--- config.mk ---
export PLATFORM = sky130hd
export DESIGN_NAME = video_beam_timing
export DESIGN_NICKNAME = d
export VERILOG_FILES = /design/src/rtl/video_beam_timing.sv
export SDC_FILE = /design/constraint.sdc
export NUM_CORES = 1
export LEC_CHECK = 0
export ABC_AREA = 0
export CORE_MARGIN = 5
export CORE_UTILIZATION = 27
export CTS_CLUSTER_SIZE = 40
export DETAILED_ROUTE_END_ITERATION = 7
export PLACE_DENSITY = 0.41
export SLEW_MARGIN = 30
export SYNTH_ARGS = -nofsm -noshare
export SYNTH_HDL_FRONTEND = slang
export SYNTH_SLANG_ARGS = --single-unit
--- constraint.sdc ---
create_clock -name clk -period 6.7 [get_ports clk]
set_clock_uncertainty 0.2 [all_clocks]
set_input_delay 1.005 -clock clk [delete_from_list [all_inputs] [get_ports clk]]
set_output_delay 1.005 -clock clk [all_outputs]
set_load 0.02 [all_outputs]
--- src/rtl/video_beam_timing.sv ---
// Programmable beam counter: hpos/vpos, sync, blanking and interlace parity from a register set.
// Latency: counters update on the pix_en edge; sync/blank are registered one clk behind the counters.
// Backpressure: none; pix_en paces the counters and register writes are always accepted.
// Optional VIDEO_BEAM_CSYNC_EN adds the _csync output (serrated composite sync).
module video_beam_timing #(
    parameter int HW         = 9,
    parameter int VW         = 11,
    parameter int HTOTAL_DEF = 227,
    parameter int VTOTAL_DEF = 312,
    parameter int HSSTRT_DEF = 18,
    parameter int HSSTOP_DEF = 35,
    parameter int VSSTRT_DEF = 2,
    parameter int VSSTOP_DEF = 5,
    parameter int HBSTRT_DEF = 9,
    parameter int HBSTOP_DEF = 44,
    parameter int VBSTRT_DEF = 0,
    parameter int VBSTOP_DEF = 25
) (
    input  logic          clk,
    input  logic          reset,
    input  logic          pix_en,
    input  logic          wr,
    input  logic [3:0]    reg_address,
    input  logic [15:0]   data_in,
    output logic [HW-1:0] hpos,
    output logic [VW-1:0] vpos,
    output logic          _hsync,
    output logic          _vsync,
    output logic          blank,
    output logic          eol,
    output logic          eof,
    output logic          long_frame,
    output logic [HW-1:0] htotal_out
`ifdef VIDEO_BEAM_CSYNC_EN
    ,
    output logic          _csync
`endif
);

    // register file: shadow totals, sync/blank windows, control bits
    logic [HW-1:0] htotal_sh_q, htotal_sh_d;
    logic [VW-1:0] vtotal_sh_q, vtotal_sh_d;
    logic [HW-1:0] hsstrt_q, hsstrt_d, hsstop_q, hsstop_d;
    logic [HW-1:0] hbstrt_q, hbstrt_d, hbstop_q, hbstop_d;
    logic [VW-1:0] vsstrt_q, vsstrt_d, vsstop_q, vsstop_d;
    logic [VW-1:0] vbstrt_q, vbstrt_d, vbstop_q, vbstop_d;
    logic [2:0]    ctrl_q, ctrl_d;

    // counter state and the totals actually in use this frame
    logic [HW-1:0] hpos_q, hpos_d;
    logic [VW-1:0] vpos_q, vpos_d;
    logic          eol_q, eol_d, eof_q, eof_d;
    logic          long_frame_q, long_frame_d;
    logic [HW-1:0] htotal_act_q, htotal_act_d;
    logic [VW-1:0] vtotal_act_q, vtotal_act_d;

    // registered sync/blank outputs
    logic          vs_on_q, vs_on_d;
    logic          hsync_n_q, hsync_n_d;
    logic          vsync_n_q, vsync_n_d;
    logic          blank_q, blank_d;

    logic          lace;
    logic          hwrap, vwrap;
    logic [VW-1:0] vlast;
    logic          hs_win, hb_win, vb_win;
    logic [HW-1:0] vs_edge_h;
    logic          vs_set, vs_clr;

    // only the low HW/VW bits of write data are meaningful
    logic unused_data;
    assign unused_data = ^data_in;

    assign lace = ctrl_q[0];

    // decode register writes; new values are visible the cycle after the write
    always_comb begin
        htotal_sh_d = htotal_sh_q;
        vtotal_sh_d = vtotal_sh_q;
        hsstrt_d    = hsstrt_q;
        hsstop_d    = hsstop_q;
        hbstrt_d    = hbstrt_q;
        hbstop_d    = hbstop_q;
        vsstrt_d    = vsstrt_q;
        vsstop_d    = vsstop_q;
        vbstrt_d    = vbstrt_q;
        vbstop_d    = vbstop_q;
        ctrl_d      = ctrl_q;
        if (wr) begin
            case (reg_address)
                4'd0:    htotal_sh_d = data_in[HW-1:0];
                4'd1:    hsstrt_d    = data_in[HW-1:0];
                4'd2:    hsstop_d    = data_in[HW-1:0];
                4'd3:    hbstrt_d    = data_in[HW-1:0];
                4'd4:    hbstop_d    = data_in[HW-1:0];
                4'd5:    vtotal_sh_d = data_in[VW-1:0];
                4'd6:    vsstrt_d    = data_in[VW-1:0];
                4'd7:    vsstop_d    = data_in[VW-1:0];
                4'd8:    vbstrt_d    = data_in[VW-1:0];
                4'd9:    vbstop_d    = data_in[VW-1:0];
                4'd10:   ctrl_d      = data_in[2:0];
                default: ;
            endcase
        end
    end

    // next beam position; totals swap in only on the pix_en that wraps the frame
    always_comb begin
        hwrap        = (hpos_q >= htotal_act_q);
        vlast        = vtotal_act_q + VW'(lace & long_frame_q);
        vwrap        = (vpos_q >= vlast);
        hpos_d       = hpos_q;
        vpos_d       = vpos_q;
        eol_d        = 1'b0;
        eof_d        = 1'b0;
        long_frame_d = long_frame_q;
        htotal_act_d = htotal_act_q;
        vtotal_act_d = vtotal_act_q;
        if (pix_en) begin
            if (hwrap) begin
                hpos_d = '0;
                eol_d  = 1'b1;
                if (vwrap) begin
                    vpos_d       = '0;
                    eof_d        = 1'b1;
                    long_frame_d = lace ? ~long_frame_q : 1'b1;
                    htotal_act_d = htotal_sh_q;
                    vtotal_act_d = vtotal_sh_q;
                end else begin
                    vpos_d = vpos_q + 1'b1;
                end
            end else begin
                hpos_d = hpos_q + 1'b1;
            end
        end
    end

    // sync and blank decode from the current counters; short interlaced frames move vsync edges to mid-line
    always_comb begin
        hs_win    = (hpos_q >= hsstrt_q) && (hpos_q < hsstop_q);
        hb_win    = (hpos_q >= hbstrt_q) && (hpos_q < hbstop_q);
        vb_win    = (vpos_q >= vbstrt_q) && (vpos_q < vbstop_q);
        vs_edge_h = (lace && !long_frame_q) ? (htotal_act_q >> 1) : hsstrt_q;
        vs_set    = (hpos_q == vs_edge_h) && (vpos_q == vsstrt_q);
        vs_clr    = (hpos_q == vs_edge_h) && (vpos_q == vsstop_q);
        vs_on_d   = (vs_on_q | vs_set) & ~vs_clr;
        hsync_n_d = hs_win ~^ ctrl_q[1];
        vsync_n_d = vs_on_d ~^ ctrl_q[2];
        blank_d   = hb_win | vb_win;
    end

    // all state, cleared asynchronously
    always_ff @(posedge clk or posedge reset) begin
        if (reset) begin
            htotal_sh_q  <= HW'(HTOTAL_DEF);
            vtotal_sh_q  <= VW'(VTOTAL_DEF);
            hsstrt_q     <= HW'(HSSTRT_DEF);
            hsstop_q     <= HW'(HSSTOP_DEF);
            hbstrt_q     <= HW'(HBSTRT_DEF);
            hbstop_q     <= HW'(HBSTOP_DEF);
            vsstrt_q     <= VW'(VSSTRT_DEF);
            vsstop_q     <= VW'(VSSTOP_DEF);
            vbstrt_q     <= VW'(VBSTRT_DEF);
            vbstop_q     <= VW'(VBSTOP_DEF);
            ctrl_q       <= '0;
            hpos_q       <= '0;
            vpos_q       <= '0;
            eol_q        <= 1'b0;
            eof_q        <= 1'b0;
            long_frame_q <= 1'b1;
            htotal_act_q <= HW'(HTOTAL_DEF);
            vtotal_act_q <= VW'(VTOTAL_DEF);
            vs_on_q      <= 1'b0;
            hsync_n_q    <= 1'b1;
            vsync_n_q    <= 1'b1;
            blank_q      <= 1'b1;
        end else begin
            htotal_sh_q  <= htotal_sh_d;
            vtotal_sh_q  <= vtotal_sh_d;
            hsstrt_q     <= hsstrt_d;
            hsstop_q     <= hsstop_d;
            hbstrt_q     <= hbstrt_d;
            hbstop_q     <= hbstop_d;
            vsstrt_q     <= vsstrt_d;
            vsstop_q     <= vsstop_d;
            vbstrt_q     <= vbstrt_d;
            vbstop_q     <= vbstop_d;
            ctrl_q       <= ctrl_d;
            hpos_q       <= hpos_d;
            vpos_q       <= vpos_d;
            eol_q        <= eol_d;
            eof_q        <= eof_d;
            long_frame_q <= long_frame_d;
            htotal_act_q <= htotal_act_d;
            vtotal_act_q <= vtotal_act_d;
            vs_on_q      <= vs_on_d;
            hsync_n_q    <= hsync_n_d;
            vsync_n_q    <= vsync_n_d;
            blank_q      <= blank_d;
        end
    end

`ifdef VIDEO_BEAM_CSYNC_EN
    logic csync_n_q, csync_n_d;

    // composite sync: XNOR of the active-low syncs, inverting hsync inside vsync
    always_comb begin
        csync_n_d = (~hs_win) ~^ (~vs_on_d);
    end

    // composite sync register, same one-clk lag as the other syncs
    always_ff @(posedge clk or posedge reset) begin
        if (reset) begin
            csync_n_q <= 1'b1;
        end else begin
            csync_n_q <= csync_n_d;
        end
    end

    assign _csync = csync_n_q;
`endif

    assign hpos       = hpos_q;
    assign vpos       = vpos_q;
    assign eol        = eol_q;
    assign eof        = eof_q;
    assign long_frame = long_frame_q;
    assign htotal_out = htotal_act_q;
    assign _hsync     = hsync_n_q;
    assign _vsync     = vsync_n_q;
    assign blank      = blank_q;

endmodule

==> results.md <==
* Final Wtd Congestion at 0.737
* CTS H-tree depth at 4
* Port Buffers at 53
* Switching power at 1370 µW
* Core area at 0.0314 mm²
* Largest net degree at the start of global routing at a little over 90
* TritonCTS clock tree: done
* Routed wire length at 23300 µm
* R2R depth at 14
* Async SR Flop Fraction at 100%
* Pleak at around 0.0046 µW
* Maximum clock insertion buffer count at 2
* Worst path max stage delay at 0.62 ns
* Least-Margin Pin Slew at 0.929 ns
* Number of I/O pins at 59
* Synthesized area at 0.00852 mm²
* Post_cts resized at 0
* Largest cells by area after synthesis: dfrtp_1, mux2_2, ha_1
* Layout fillers at 3221
* Arrival @ worst endpoint at 4.12 ns
* Relative slew slack at between 30% and 40%
* Worst vdd ir at 0.162 mV
* Gr usage total at a little over an eighth
* Clk sinks at 150
* Total number of vias at 5702
* Unrepaired setup endpoints after global routing: no
* Clk pin slew, worst setup/hold paths at around 0.070 ns
* Synth Register Bits at 150
* Most area-hungry cell type in the Yosys netlist: dfrtp_1
* Layout area overhead at 19.0%
* Worst path cell trace: and2_2, ha_1, ha_1, and3_1, nand3_1, xor2_1, ha_1, nand2_1, nor3_1, a21oi_2, o31ai_4, nand3_1, buf_4, mux2_2
* Crit path launch type: flop
* PD cells at 387 mW/mm²
* Critical Path Fanout Max at 21
* Initial core utilization at 27.1%
* Hold depth at 1
* Synthesized instance count at about 760
* Tot Pwr at between 3000 and 4000 µW
* Yosys warns at 0
* Critical path depth at 14
* Critical path's slowest cell: dfstp_2
* DRC at 0
* Post-DR vias/cell at about 4.6
* Post-route ant nets at 0
* Endpoints failing setup at 0
* Die height at 188 µm
* Root buffer cell: clkbuf_16
* Vias in the first global route at between 5000 and 6000
* DR iter-0 viols at roughly 200
* Crit share post-route at 59.9%
* Post-layout minimum cycle time at 4.02 ns
* Fin area at 0.0101 mm²
* Yosys top cell area share at 32.9%
* Multi-input logic area at 0.00431 mm²
* Grt total ovfl at 0
* CP Buf/Inv Count at 1
* Sw Ratio at 34.8%
* Max Cap Viol at 0
* # hold bufs at CTS at 0
* Die Area at 0.0352 mm²
* TritonCTS Buffers at 17
* Number of flops mapped to enable cells by yosys at 0
* Initial antenna violation count at 0
* Critical path start-end classification: flop to flop
* Layout cells sized above 1 at roughly a quarter
* Max-slew violations at 0
* Reg area at 0.00380 mm²
* Syn_nets at roughly 870
* HP Class: flop to flop
* Final Hold Vio Count at 0
* Required @ worst endpoint at ~7 ns
* Status: completed
* DIE WIDTH at roughly 190 µm
* Cell family with most CP delay: simple AND/OR/NAND/NOR gates
* NumNets Final at 916
* First-pass GRT wire length at ~36000 µm
* Max Freq at about 250 MHz
* Internal at 2560 µW
* First-pass iteration count of the detailed router at 4
* Setup_tns at 0 ns
* Clk Latency, worst-skew pair at 0.43 ns
* Setup Buffers After CTS at 0
* Seq/Total Area, Yosys at 44.6%
* Drt wl/cell at 19.0 µm
* Clock share of power at 28.7%
* Placed cell area at 0.00946 mm²
* Syn avg cell area at around 11 µm²
* CP most frequent cell: ha_1
* Main synth FF type: dfrtp_1
* Comb power frac at approximately 33%
* Library cells used by synthesis at 67
* Row cnt at 65
* Element type at the critical path end: flop
* Final core occ at 32.3%
* Seq pwr share at 37.9%
* DP Wirelength at 15800 µm
flip-flops by register name (all words and copies together) (netlist names):
| name | count |
|---|---|
| _hsync | 1 |
| _vsync | 1 |
| blank | 1 |
| ctrl_q | 3 |
| eof | 1 |
| eol | 1 |
| hbstop_q | 9 |
| hbstrt_q | 9 |
| hpos | 9 |
| hsstop_q | 9 |
| hsstrt_q | 9 |
| htotal_out | 9 |
| htotal_sh_q | 9 |
| long_frame | 1 |
| vbstop_q | 11 |
| vbstrt_q | 11 |
| vpos | 11 |
| vs_on_q | 1 |
| vsstop_q | 11 |
| vsstrt_q | 11 |
| vtotal_act_q | 11 |
| vtotal_sh_q | 11 |
through the flow:
stage / setup WS, ns / hold slack [ns] / instances
CTS: 2.63 / 0.304 / 1227
finish: 2.68 / 0.293 / 1228
global placement: 2.65 / 0.287 / 1195
global route: 2.39 / 0.311 / 1227
floorplan: 1.52 / 0.209 / 764
detailed placement: 2.67 / 0.288 / 1195
layout make-up:
cell class,instances,area share [%]
antenna,1,0.0247
clock buffer,21,4.44
clock inverter,11,2.18
inverter,74,2.83
multi-input combinational,511,42.5
sequential,150,37.5
tap,402,4.96
timing repair buffer,58,5.60
power by group through the flow:
stage          clock, µW  sequential (µW)  combinational, µW
3_5_place_dp           0             1510               1330
3_3_place_gp           0             1500               1320
6_report            1120             1490               1310
5_1_grt             1180             1530               1490
2_1_floorplan          0             1460                896
4_1_cts             1150             1490               1340
final timing paths:
check                           startpoint            end  slack, ns
worst max-delay path            long_frame  htotal_out[2]       2.68
worst min-delay path             ctrl_q[1]         _hsync       0.29
worst max register to register  long_frame  htotal_out[2]       2.68
worst min register to register   ctrl_q[1]         _hsync       0.29
max in group asynchronous            reset    vbstrt_q[5]       4.17
min in group asynchronous            reset    hbstrt_q[6]       0.83
synthesized netlist by cell type, types with 9 or more instances:
| library cell | instances |
|---|---|
| dfrtp_1 | 112 |
| mux2_2 | 101 |
| ha_1 | 80 |
| inv_1 | 72 |
| nand2_1 | 41 |
| dfstp_2 | 38 |
| o21ai_0 | 33 |
| nor2_1 | 23 |
| xor2_1 | 23 |
| xnor2_1 | 20 |
| nand2b_1 | 19 |
| a21oi_1 | 17 |
| clkbuf_1 | 17 |
| nand3_1 | 15 |
| a21o_1 | 14 |
| and3_1 | 11 |
| o2bb2ai_1 | 11 |
| o211ai_1 | 9 |
layer usage:
metal  routed length (µm)  share of wire (%)  vias to the layer above  GRT usage (%)
met5                    0                  0                        -              0
met3                  520                2.2                       17           2.31
met2                10200                 44                       69           20.6
li1                     -                  -                     2781              -
met1                12300                 53                     2835           19.6
met4                  314                1.3                        0           3.64
kinds of logic (layout without fill, tap and decap cells):
logic type | Yosys count | in the layout | share of synthesized area [%]
simple gates | 151 | 151 | 9.53
xor+xnor | 43 | 43 | 4.42
fa+ha+maj | 80 | 80 | 11.7
compound gates | 128 | 128 | 10.5
mux | 109 | 109 | 14.3
buf+inv | 103 | 164 | 4.86
other cells | 0 | 1 | 0
flops | 150 | 150 | 44.6
cell usage in the layout (no fill, tap or decap), types with 5 or more instances in the layout:
master | Yosys | final
dfrtp_1 | 112 | 112
mux2_2 | 101 | 101
ha_1 | 80 | 80
inv_1 | 72 | 71
clkdlybuf4s50_1 | 0 | 53
nand2_1 | 41 | 41
dfstp_2 | 38 | 38
o21ai_0 | 33 | 33
xor2_1 | 23 | 23
nor2_1 | 23 | 22
xnor2_1 | 20 | 20
nand2b_1 | 19 | 19
a21oi_1 | 17 | 17
clkbuf_16 | 0 | 17
nand3_1 | 15 | 15
a21o_1 | 14 | 14
o2bb2ai_1 | 11 | 11
and3_1 | 11 | 11
o211ai_1 | 9 | 9
a31oi_1 | 6 | 6
nor2b_1 | 6 | 6
bufinv_16 | 0 | 6
nor3_1 | 5 | 5
nand4_1 | 5 | 5
buf_4 | 6 | 5
Note: power is estimated with default switching activity, not from simulation.
